File: config.mk
export PLATFORM = sky130hd
export DESIGN_NAME = uart_rx_deframer
export DESIGN_NICKNAME = d
export VERILOG_FILES = /design/src/rtl/uart_pkg.sv /design/src/rtl/uart_sync2.sv /design/src/rtl/uart_rx_deframer.sv
export SDC_FILE = /design/constraint.sdc
export NUM_CORES = 1
export LEC_CHECK = 0
export ABC_AREA = 1
export CAP_MARGIN = 40
export CORE_ASPECT_RATIO = 1.2
export CORE_UTILIZATION = 45
export CTS_CLUSTER_DIAMETER = 100
export CTS_CLUSTER_SIZE = 24
export DETAILED_ROUTE_END_ITERATION = 10
export GPL_ROUTABILITY_DRIVEN = 1
export GPL_TIMING_DRIVEN = 0
export HOLD_SLACK_MARGIN = 0.05
export PLACE_DENSITY = 0.65
export SYNTH_ARGS = -nofsm -noshare
export SYNTH_HDL_FRONTEND = slang
export SYNTH_SLANG_ARGS = --single-unit
File: constraint.sdc
create_clock -name clk -period 3.25 [get_ports clk]
set_clock_uncertainty 0.05 [all_clocks]
set_input_delay 0.65 -clock clk [delete_from_list [all_inputs] [get_ports clk]]
set_output_delay 0.65 -clock clk [all_outputs]
set_load 0.03 [all_outputs]
File: src/rtl/uart_pkg.sv
`default_nettype none
// ============================================================================
// Module   : uart_pkg
// Brief    : Shared types and constants for the UART receive path.
// Revision : 1.0 - initial release
// ============================================================================
package uart_pkg;

    typedef enum logic [2:0] {
        ST_IDLE   = 3'd0,
        ST_START  = 3'd1,
        ST_DATA   = 3'd2,
        ST_PARITY = 3'd3,
        ST_STOP   = 3'd4
    } uart_state_e;

    localparam int DEF_DATA_BITS  = 8;
    localparam int DEF_OVERSAMPLE = 16;
    localparam int TICK_W         = $clog2(DEF_OVERSAMPLE);

    // Counter width able to hold 0..n-1, never narrower than one bit.
    function automatic int cnt_width(input int n);
        return (n <= 2) ? 1 : $clog2(n);
    endfunction

endpackage
`default_nettype wire

File: src/rtl/uart_sync2.sv
`default_nettype none
// ============================================================================
// Module   : uart_sync2
// Brief    : Two-flop synchronizer for idle-high async inputs (RX, CTS, RTS).
// Revision : 1.0 - initial release
// ============================================================================
module uart_sync2 (
    input  logic clk,
    input  logic arst_n,
    input  logic d,
    output logic q
);

    logic meta;

    // Both stages reset high so a reset never looks like a start bit.
    always_ff @(posedge clk or negedge arst_n) begin
        if (!arst_n) begin
            meta <= 1'b1;
            q    <= 1'b1;
        end else begin
            meta <= d;
            q    <= meta;
        end
    end

endmodule
`default_nettype wire

File: src/rtl/uart_rx_deframer.sv
`default_nettype none
// ============================================================================
// Module   : uart_rx_deframer
// Brief    : Oversampling UART frame receiver, LSB first, one stop bit.
//            Define UART_RX_PARITY_EN to add a parity bit before the stop bit.
// Revision : 1.0 - initial release
// ============================================================================
module uart_rx_deframer
    import uart_pkg::*;
#(
    parameter int DATA_BITS  = DEF_DATA_BITS,
    parameter int OVERSAMPLE = DEF_OVERSAMPLE,
    parameter int PARITY_ODD = 0
) (
    input  logic                 clk,
    input  logic                 arst_n,
    input  logic                 os_tick,
    input  logic                 rx,
    output logic [DATA_BITS-1:0] rx_data,
    output logic                 rx_valid,
    output logic                 frame_err,
    output logic                 parity_err,
    output logic                 busy
);

    localparam int TW = cnt_width(OVERSAMPLE);
    localparam int BW = cnt_width(DATA_BITS);
    localparam logic [TW-1:0] TICK_LAST = TW'(OVERSAMPLE - 1);
    localparam logic [TW-1:0] TICK_HALF = TW'(OVERSAMPLE / 2 - 1);
    localparam logic [BW-1:0] BIT_LAST  = BW'(DATA_BITS - 1);

    generate
        if (DATA_BITS < 5 || DATA_BITS > 9 || OVERSAMPLE < 8 ||
            (OVERSAMPLE % 2) != 0 || PARITY_ODD < 0 || PARITY_ODD > 1) begin : g_param_check
            $error("uart_rx_deframer: illegal parameter value");
        end
    endgenerate

    logic rx_s;

    uart_sync2 u_sync (
        .clk    (clk),
        .arst_n (arst_n),
        .d      (rx),
        .q      (rx_s)
    );

    uart_state_e          state_q, state_d;
    logic [TW-1:0]        tick_q, tick_d;
    logic [BW-1:0]        bit_q, bit_d;
    logic [DATA_BITS-1:0] shreg_q, shreg_d;
    logic [DATA_BITS-1:0] data_q, data_d;
    logic                 valid_q, valid_d;
    logic                 ferr_q, ferr_d;
    logic                 busy_q, busy_d;
    logic                 par_bad;

`ifdef UART_RX_PARITY_EN
    logic par_q, par_d;
    logic perr_q, perr_d;
    assign par_bad    = par_q != ((^shreg_q) ^ PARITY_ODD[0]);
    assign parity_err = perr_q;
`else
    assign par_bad    = 1'b0;
    assign parity_err = 1'b0;
`endif

    always_ff @(posedge clk or negedge arst_n) begin
        if (!arst_n) begin
            state_q <= ST_IDLE;
            tick_q  <= '0;
            bit_q   <= '0;
            shreg_q <= '0;
            data_q  <= '0;
            valid_q <= 1'b0;
            ferr_q  <= 1'b0;
            busy_q  <= 1'b0;
`ifdef UART_RX_PARITY_EN
            par_q   <= 1'b0;
            perr_q  <= 1'b0;
`endif
        end else begin
            state_q <= state_d;
            tick_q  <= tick_d;
            bit_q   <= bit_d;
            shreg_q <= shreg_d;
            data_q  <= data_d;
            valid_q <= valid_d;
            ferr_q  <= ferr_d;
            busy_q  <= busy_d;
`ifdef UART_RX_PARITY_EN
            par_q   <= par_d;
            perr_q  <= perr_d;
`endif
        end
    end

    always_comb begin
        state_d = state_q;
        tick_d  = tick_q;
        bit_d   = bit_q;
        shreg_d = shreg_q;
        data_d  = data_q;
        busy_d  = busy_q;
        valid_d = 1'b0;
        ferr_d  = 1'b0;
`ifdef UART_RX_PARITY_EN
        par_d   = par_q;
        perr_d  = 1'b0;
`endif
        if (os_tick) begin
            case (state_q)
                ST_IDLE: begin
                    if (!rx_s) begin
                        state_d = ST_START;
                        tick_d  = '0;
                        busy_d  = 1'b1;
                    end
                end
                ST_START: begin
                    // Half-bit check both filters glitches and centres later samples.
                    if (tick_q == TICK_HALF) begin
                        tick_d = '0;
                        bit_d  = '0;
                        if (!rx_s) begin
                            state_d = ST_DATA;
                        end else begin
                            state_d = ST_IDLE;
                            busy_d  = 1'b0;
                        end
                    end else begin
                        tick_d = tick_q + TW'(1);
                    end
                end
                ST_DATA: begin
                    if (tick_q == TICK_LAST) begin
                        shreg_d = {rx_s, shreg_q[DATA_BITS-1:1]};
                        tick_d  = '0;
                        bit_d   = bit_q + BW'(1);
                        if (bit_q == BIT_LAST) begin
`ifdef UART_RX_PARITY_EN
                            state_d = ST_PARITY;
`else
                            state_d = ST_STOP;
`endif
                        end
                    end else begin
                        tick_d = tick_q + TW'(1);
                    end
                end
`ifdef UART_RX_PARITY_EN
                ST_PARITY: begin
                    if (tick_q == TICK_LAST) begin
                        par_d   = rx_s;
                        tick_d  = '0;
                        state_d = ST_STOP;
                    end else begin
                        tick_d = tick_q + TW'(1);
                    end
                end
`endif
                ST_STOP: begin
                    if (tick_q == TICK_LAST) begin
                        data_d  = shreg_q;
                        tick_d  = '0;
                        bit_d   = '0;
                        state_d = ST_IDLE;
                        busy_d  = 1'b0;
                        // A bad stop bit outranks a parity mismatch.
                        if (!rx_s) begin
                            ferr_d = 1'b1;
                        end else if (par_bad) begin
`ifdef UART_RX_PARITY_EN
                            perr_d = 1'b1;
`endif
                        end else begin
                            valid_d = 1'b1;
                        end
                    end else begin
                        tick_d = tick_q + TW'(1);
                    end
                end
                default: begin
                    state_d = ST_IDLE;
                    busy_d  = 1'b0;
                end
            endcase
        end
    end

    assign rx_data   = data_q;
    assign rx_valid  = valid_q;
    assign frame_err = ferr_q;
    assign busy      = busy_q;

endmodule
`default_nettype wire
### Word-level counts from Yosys, hierarchy flattened

Index checks and enable logic that the tools add are counted.

* output and inout port bits: 12
* logic and storage cells: 62
* register bits: 31

* add/subtract/negate cells: 2
* eq/ne operators: 12
* reductions and logical operators: 10
* multiplexer cells: 27
* bitwise logic cells: 1

Operators with widths (count)
* $mux W3: 7
* $mux W1: 12
* $mux W4: 3
* $pmux W3 S4: 1
* $pmux W4 S3: 1
* $reduce_and A6 Y1: 2
* $ne A2 B2 Y1 const B: 5
* $pmux W3 S3: 1
* $reduce_and A3 Y1: 3
* $eq A3 B3 Y1 const B: 2
* $reduce_bool A3 Y1: 2
* $reduce_and A5 Y1: 1
* $add A4 B1 Y4 const B: 1
* $eq A4 B3 Y1 const B: 1
* $eq A4 B4 Y1 const B: 1
* $pmux W1 S4: 1
* $add A3 B1 Y3 const B: 1
* $eq A3 B1 Y1 const B: 1
* $eq A3 B2 Y1 const B: 1
* $logic_not A3 Y1: 1
* $mux W2: 1
* $ne A2 B1 Y1 const B: 1
* $reduce_or A2 Y1: 1
* $not A1 Y1: 1

### Depth between registers and ports, before layout

* depth after elaboration: 4
* depth in mapped cells: 8
* depth with buffers taken out: 8

### Cells and area by module

From an unflattened synthesis, not the netlist that was laid out.

* cells, all modules: 173
* area, all modules: 1520.2 um^2

Modules (own cells, without submodules)
* uart_rx_deframer: instances 1, cells each 171, seq. area each 725.7 um^2, area each 1467.7 um^2
* uart_sync2: instances 1, cells each 2, seq. area each 52.6 um^2, area each 52.6 um^2

### Worst setup path before layout

Ideal clock, no wire load.

* kind: reg2reg
* start: reg tick_q[0]
* end: reg shreg_q[1]
* buffers on the path: 1
* path slack: 1855 ps
* required time: 3079 ps
* clock period less this slack: 1395 ps
* arrival time: 1224 ps
* cell stages (with the launch flop): 8
* library setup time: 121 ps
* path through: dfrtp_1 > ha_1 > nand3_2 > nor2_4 > nand2_2 > buf_6 > nand2_1 > o21ai_1

* cells in the longest elaborated chain, start to end: 2

Ends and longest elaborated chain
* start, declared: RTL line uart_rx_deframer.sv:49 `logic [TW-1:0] tick_q, tick_d;`
* start signal, assigned: RTL line uart_rx_deframer.sv:84 `tick_q <= tick_d;`
* $eq A4 B4 Y1: RTL line uart_rx_deframer.sv:136 `if (tick_q == TICK_LAST) begin`
* $reduce_and A3 Y1 (no source line)
* end signal, assigned: RTL line uart_rx_deframer.sv:86 `shreg_q <= shreg_d;`
* end, declared: RTL line uart_rx_deframer.sv:51 `logic [DATA_BITS-1:0] shreg_q, shreg_d;`

Every way passes these cells.
A chain may end at the register's enable or synchronous reset.

### Worst setup path in the final report

* start: reg data_q[2], in the netlist rx_data[2]
* end: out rx_data[2]

RTL lines
* start, declared: RTL line uart_rx_deframer.sv:52 `logic [DATA_BITS-1:0] data_q, data_d;`
* start signal, assigned: RTL line uart_rx_deframer.sv:87 `data_q <= data_d;`
* end, declared: RTL line uart_rx_deframer.sv:19 `output logic [DATA_BITS-1:0] rx_data,`

No word-level cell between the ends.

==> impl_metrics.prom <==
# TYPE chip_impl_metric gauge
chip_impl_metric{name="layout_worst_path_cycle_share",unit="%"} 62.0
chip_impl_metric{name="syn2layout_area_growth",unit="%"} 19.8
chip_impl_info{name="r2r_end",value="rx_data[1]"} 1
chip_impl_metric{name="report.final.hold_viol_count",unit=""} 0
chip_impl_metric{name="drt_iter0_drc",unit=""} 62
chip_impl_metric{name="final_layout_size_suffix_gt1_share",unit="%"} 20.1
chip_impl_metric{name="initial_utilization",unit="%"} 47.4
chip_impl_metric{name="cts-root-to-sink-buffers",unit=""} 2
chip_impl_metric{name="ys.warnings.count",unit=""} 0
chip_impl_info{name="timing.setup.critical_path_class",value="flip-flop to output port"} 1
chip_impl_metric{name="post-cts-setup-buffers",unit=""} 0
chip_impl_metric{name="grt_usage",unit="%"} 19.2
chip_impl_metric{name="die_height",unit="um"} 67.0
chip_impl_metric{name="leakage",unit="nW"} 0.924
chip_impl_metric{name="top_level_ports",unit=""} 16
chip_impl_metric{name="worst-r2r-setup-slack",unit="ns"} 1.64
chip_impl_metric{name="overall_via_count_from_detail_route",unit=""} 1204
chip_impl_metric{name="ir_drop",unit="V"} 0.000420
chip_impl_metric{name="power.density_cell_area",unit="nW/um2"} 642
chip_impl_metric{name="post-route-util",unit="%"} 56.8
chip_impl_metric{name="worst_slew_pin_slew",unit="ns"} 0.787
chip_impl_metric{name="setup_tns",unit="ns"} 0
chip_impl_metric{name="maxCapViolCount",unit=""} 0
chip_impl_metric{name="share_seq_of_total_power",unit="%"} 39.3
chip_impl_metric{name="clk_pin_slew_worst_paths",unit="ns"} 0.06
chip_impl_metric{name="finish.cell_count_without_fillers",unit=""} 241
chip_impl_metric{name="pre_cts_worst_setup_slack",unit="ns"} 1.25
chip_impl_metric{name="finish.net_count",unit=""} 210
chip_impl_metric{name="yosysUniqueCellTypes",unit=""} 24
chip_impl_info{name="run_status",value="completed"} 1
chip_impl_metric{name="cts_resized",unit=""} 0
chip_impl_metric{name="postSynthRegisterBits",unit=""} 31
chip_impl_metric{name="finalMaxSlewViolations",unit=""} 0
chip_impl_metric{name="ctsHtreeMaxLevel",unit=""} 2
chip_impl_info{name="hold_path.startpoint",value="u_sync.meta"} 1
chip_impl_metric{name="synthSimpleGateAreaFrac",unit="%"} 30.4
chip_impl_metric{name="synth-seq-area-share",unit="%"} 49.2
chip_impl_info{name="clock_tree_from_tritoncts",value="yes"} 1
chip_impl_info{name="ys_top_cells_by_area",value="sky130_fd_sc_hd__dfrtp_1 (46%), sky130_fd_sc_hd__nand2_1 (12%), sky130_fd_sc_hd__inv_1 (5.2%)"} 1
chip_impl_metric{name="syn_nets",unit=""} 188
chip_impl_info{name="rsz0062_at_grt",value="no"} 1
chip_impl_metric{name="synth_top_cell_area_share",unit="%"} 45.8
chip_impl_metric{name="power.switching",unit="uW"} 461
chip_impl_metric{name="die-width",unit="um"} 56.1
chip_impl_metric{name="post_synthesis_average_cell_area",unit="um2"} 8.74
chip_impl_metric{name="globalRouteOverflowTotal",unit=""} 0
chip_impl_metric{name="dpl_hpwl",unit="um"} 2220
chip_impl_info{name="critical_path.top_delay_family",value="buffers and inverters"} 1
chip_impl_metric{name="placeableCoreArea",unit="um2"} 3340
chip_impl_metric{name="post_synth_xor_area_fraction",unit="%"} 0.553
chip_impl_info{name="most_frequent_standard_cell_in_the_layout_excluding_fill_and_tap_cells",value="sky130_fd_sc_hd__nand2_1"} 1
chip_impl_metric{name="critical_path.max_fanout",unit=""} 2
chip_impl_metric{name="gp_routability_congestion",unit=""} 0.881
chip_impl_info{name="min_to",value="u_sync.q"} 1
chip_impl_metric{name="synthesis.instances",unit=""} 181
chip_impl_metric{name="period_minus_slack",unit="ns"} 2.01
chip_impl_info{name="start_kind",value="flip-flop"} 1
chip_impl_info{name="worstHoldPathType",value="flip-flop to flip-flop"} 1
chip_impl_metric{name="hold_slack",unit="ns"} 0.313
chip_impl_metric{name="synth-adder-area-share",unit="%"} 2.37
chip_impl_metric{name="finalWorstSetupSlack",unit="ns"} 1.24
chip_impl_metric{name="fillers",unit=""} 329
chip_impl_metric{name="dpl.cell_count",unit=""} 233
chip_impl_info{name="largest_family_of_logic_cells_by_synthesized_area",value="simple AND/OR/NAND/NOR gates"} 1
chip_impl_info{name="cts.root.buffer_cell",value="sky130_fd_sc_hd__clkbuf_8"} 1
chip_impl_metric{name="worstRegToRegCells",unit=""} 6
chip_impl_metric{name="maxSlewHeadroom",unit="%"} 47.3
chip_impl_metric{name="io_buffer_count",unit=""} 14
chip_impl_metric{name="numCtsBuffers",unit=""} 5
chip_impl_metric{name="dpl-instance-area",unit="um2"} 1800
chip_impl_metric{name="grt_first_pass_wirelength",unit="um"} 5360
chip_impl_metric{name="fp-row-count",unit=""} 23
chip_impl_metric{name="drt_wl_total",unit="um"} 2940
chip_impl_metric{name="detail_route.first_pass.iterations",unit=""} 4
chip_impl_metric{name="postCtsHoldBufs",unit=""} 0
chip_impl_metric{name="power_report.internal_total",unit="uW"} 756
chip_impl_metric{name="numClockSinks",unit=""} 31
chip_impl_info{name="regToRegStartpoint",value="tick_q[0]"} 1
chip_impl_metric{name="synth_area",unit="um2"} 1580
chip_impl_metric{name="grt_antenna_before_repair",unit=""} 0
chip_impl_metric{name="drc",unit=""} 0
chip_impl_metric{name="stdcell_area",unit="um2"} 1900
chip_impl_metric{name="min_delay_path_depth",unit=""} 0
chip_impl_metric{name="final-setup-viol-count",unit=""} 0
chip_impl_metric{name="detail-route-antenna-nets",unit=""} 0
chip_impl_metric{name="switching_share",unit="%"} 37.9
chip_impl_metric{name="clock.fmax",unit="MHz"} 496
chip_impl_metric{name="dieArea",unit="um2"} 3760
chip_impl_info{name="end_kind",value="output port"} 1
chip_impl_metric{name="share_of_synthesized_area_spent_on_multiplexers",unit="%"} 0
chip_impl_metric{name="routed_wire_length_per_instance",unit="um"} 12.2
chip_impl_metric{name="worst-path-buf-inv",unit=""} 1
chip_impl_metric{name="cp_data_required_time",unit="ns"} 2.55
chip_impl_metric{name="slowest_delay",unit="ns"} 0.68
chip_impl_info{name="crit_path_top_delay_cell",value="sky130_fd_sc_hd__clkdlybuf4s50_1"} 1
chip_impl_metric{name="fin_total_pwr",unit="mW"} 1.22
chip_impl_metric{name="crit_arrival",unit="ns"} 1.31
chip_impl_metric{name="synth-compound-area-share",unit="%"} 8.70
chip_impl_metric{name="power.share.clock",unit="%"} 27.2
chip_impl_info{name="mostFrequentLayoutCells",value="sky130_fd_sc_hd__nand2_1 (49), sky130_fd_sc_hd__dfrtp_1 (29), sky130_fd_sc_hd__inv_1 (22)"} 1
chip_impl_metric{name="grt_max_degree",unit=""} 18
chip_impl_info{name="crit_path_cell_trace",value="clkdlybuf4s50_1"} 1
chip_impl_info{name="synth_largest_area_cell",value="sky130_fd_sc_hd__dfrtp_1"} 1
chip_impl_metric{name="num_antenna_cells",unit=""} 0
chip_impl_metric{name="clk-insertion-delay-late",unit="ns"} 0.28
chip_impl_metric{name="first_global_vias",unit=""} 1260
chip_impl_metric{name="power.share.combinational",unit="%"} 33.5
chip_impl_metric{name="routed_via_density",unit=""} 5.00
-- Yosys cell counts, drive strengths merged --
cell,count
inv,25
xor2,1
o21ai,20
conb,1
nor3,1
buf,4
nand2,54
nand3,18
dfstp,2
ha,3
nor2,19
nand4,4
dfrtp,29
-- layout make-up --
cell class	instances	area [um2]	share of cell area [%]
Tap cell	37	46.3	2.44
Sequential cell	31	778	41.0
Buffer	4	41.3	2.18
Multi-Input combinational cell	121	669	35.3
Timing Repair Buffer	15	168	8.84
Clock buffer	8	100	5.28
Inverter	25	93.8	4.95
-- power by group through the flow --
stage / clock network, mW / logic, mW / registers (mW)
finish: 0.331 / 0.408 / 0.478
global route: 0.358 / 0.460 / 0.487
CTS: 0.339 / 0.409 / 0.478
detailed placement: 0 / 0.408 / 0.485
global placement: 0 / 0.393 / 0.482
floorplan: 0 / 0.312 / 0.486
-- registers in the layout, summed over array words and instances, names as in the netlist --
register / cells
u_sync.meta: 1
shreg_q: 8
state_q: 3
bit_q: 3
rx_valid: 1
u_sync.q: 1
rx_data: 8
busy: 1
tick_q: 4
frame_err: 1
-- cell families after synthesis --
family	count (synthesis)
AOI/OAI and AO/OA	20
xor gates and xnor gates	1
adders and majority gates	3
buffers and inverters	29
DFF	31
other	1
and+or+nand+nor	96
-- how the worst max path moves through the flow --
stage	start	end	slack (ns)	depth (start not counted)
5_1_grt	rx_data[2]	rx_data[2]	1.20	1
2_1_floorplan	tick_q[0]	shreg_q[1]	1.86	7
3_5_place_dp	os_tick	rx_data[1]	1.25	6
4_1_cts	rx_data[2]	rx_data[2]	1.22	1
3_3_place_gp	arst_n	rx_data[3]	0.93	1
6_report	rx_data[2]	rx_data[2]	1.24	1
-- per-layer routing --
| metal | vias to the layer above | wire length (um) | track usage [%] |
|---|---|---|---|
| met3 | 4 | 90 | 6.02 |
| met1 | 566 | 1360 | 22.3 |
| met5 | - | 0 | 0 |
| met2 | 21 | 1460 | 31.8 |
| met4 | 0 | 43 | 9.76 |
| li1 | 613 | - | - |
(Power assumes the default switching activity.)
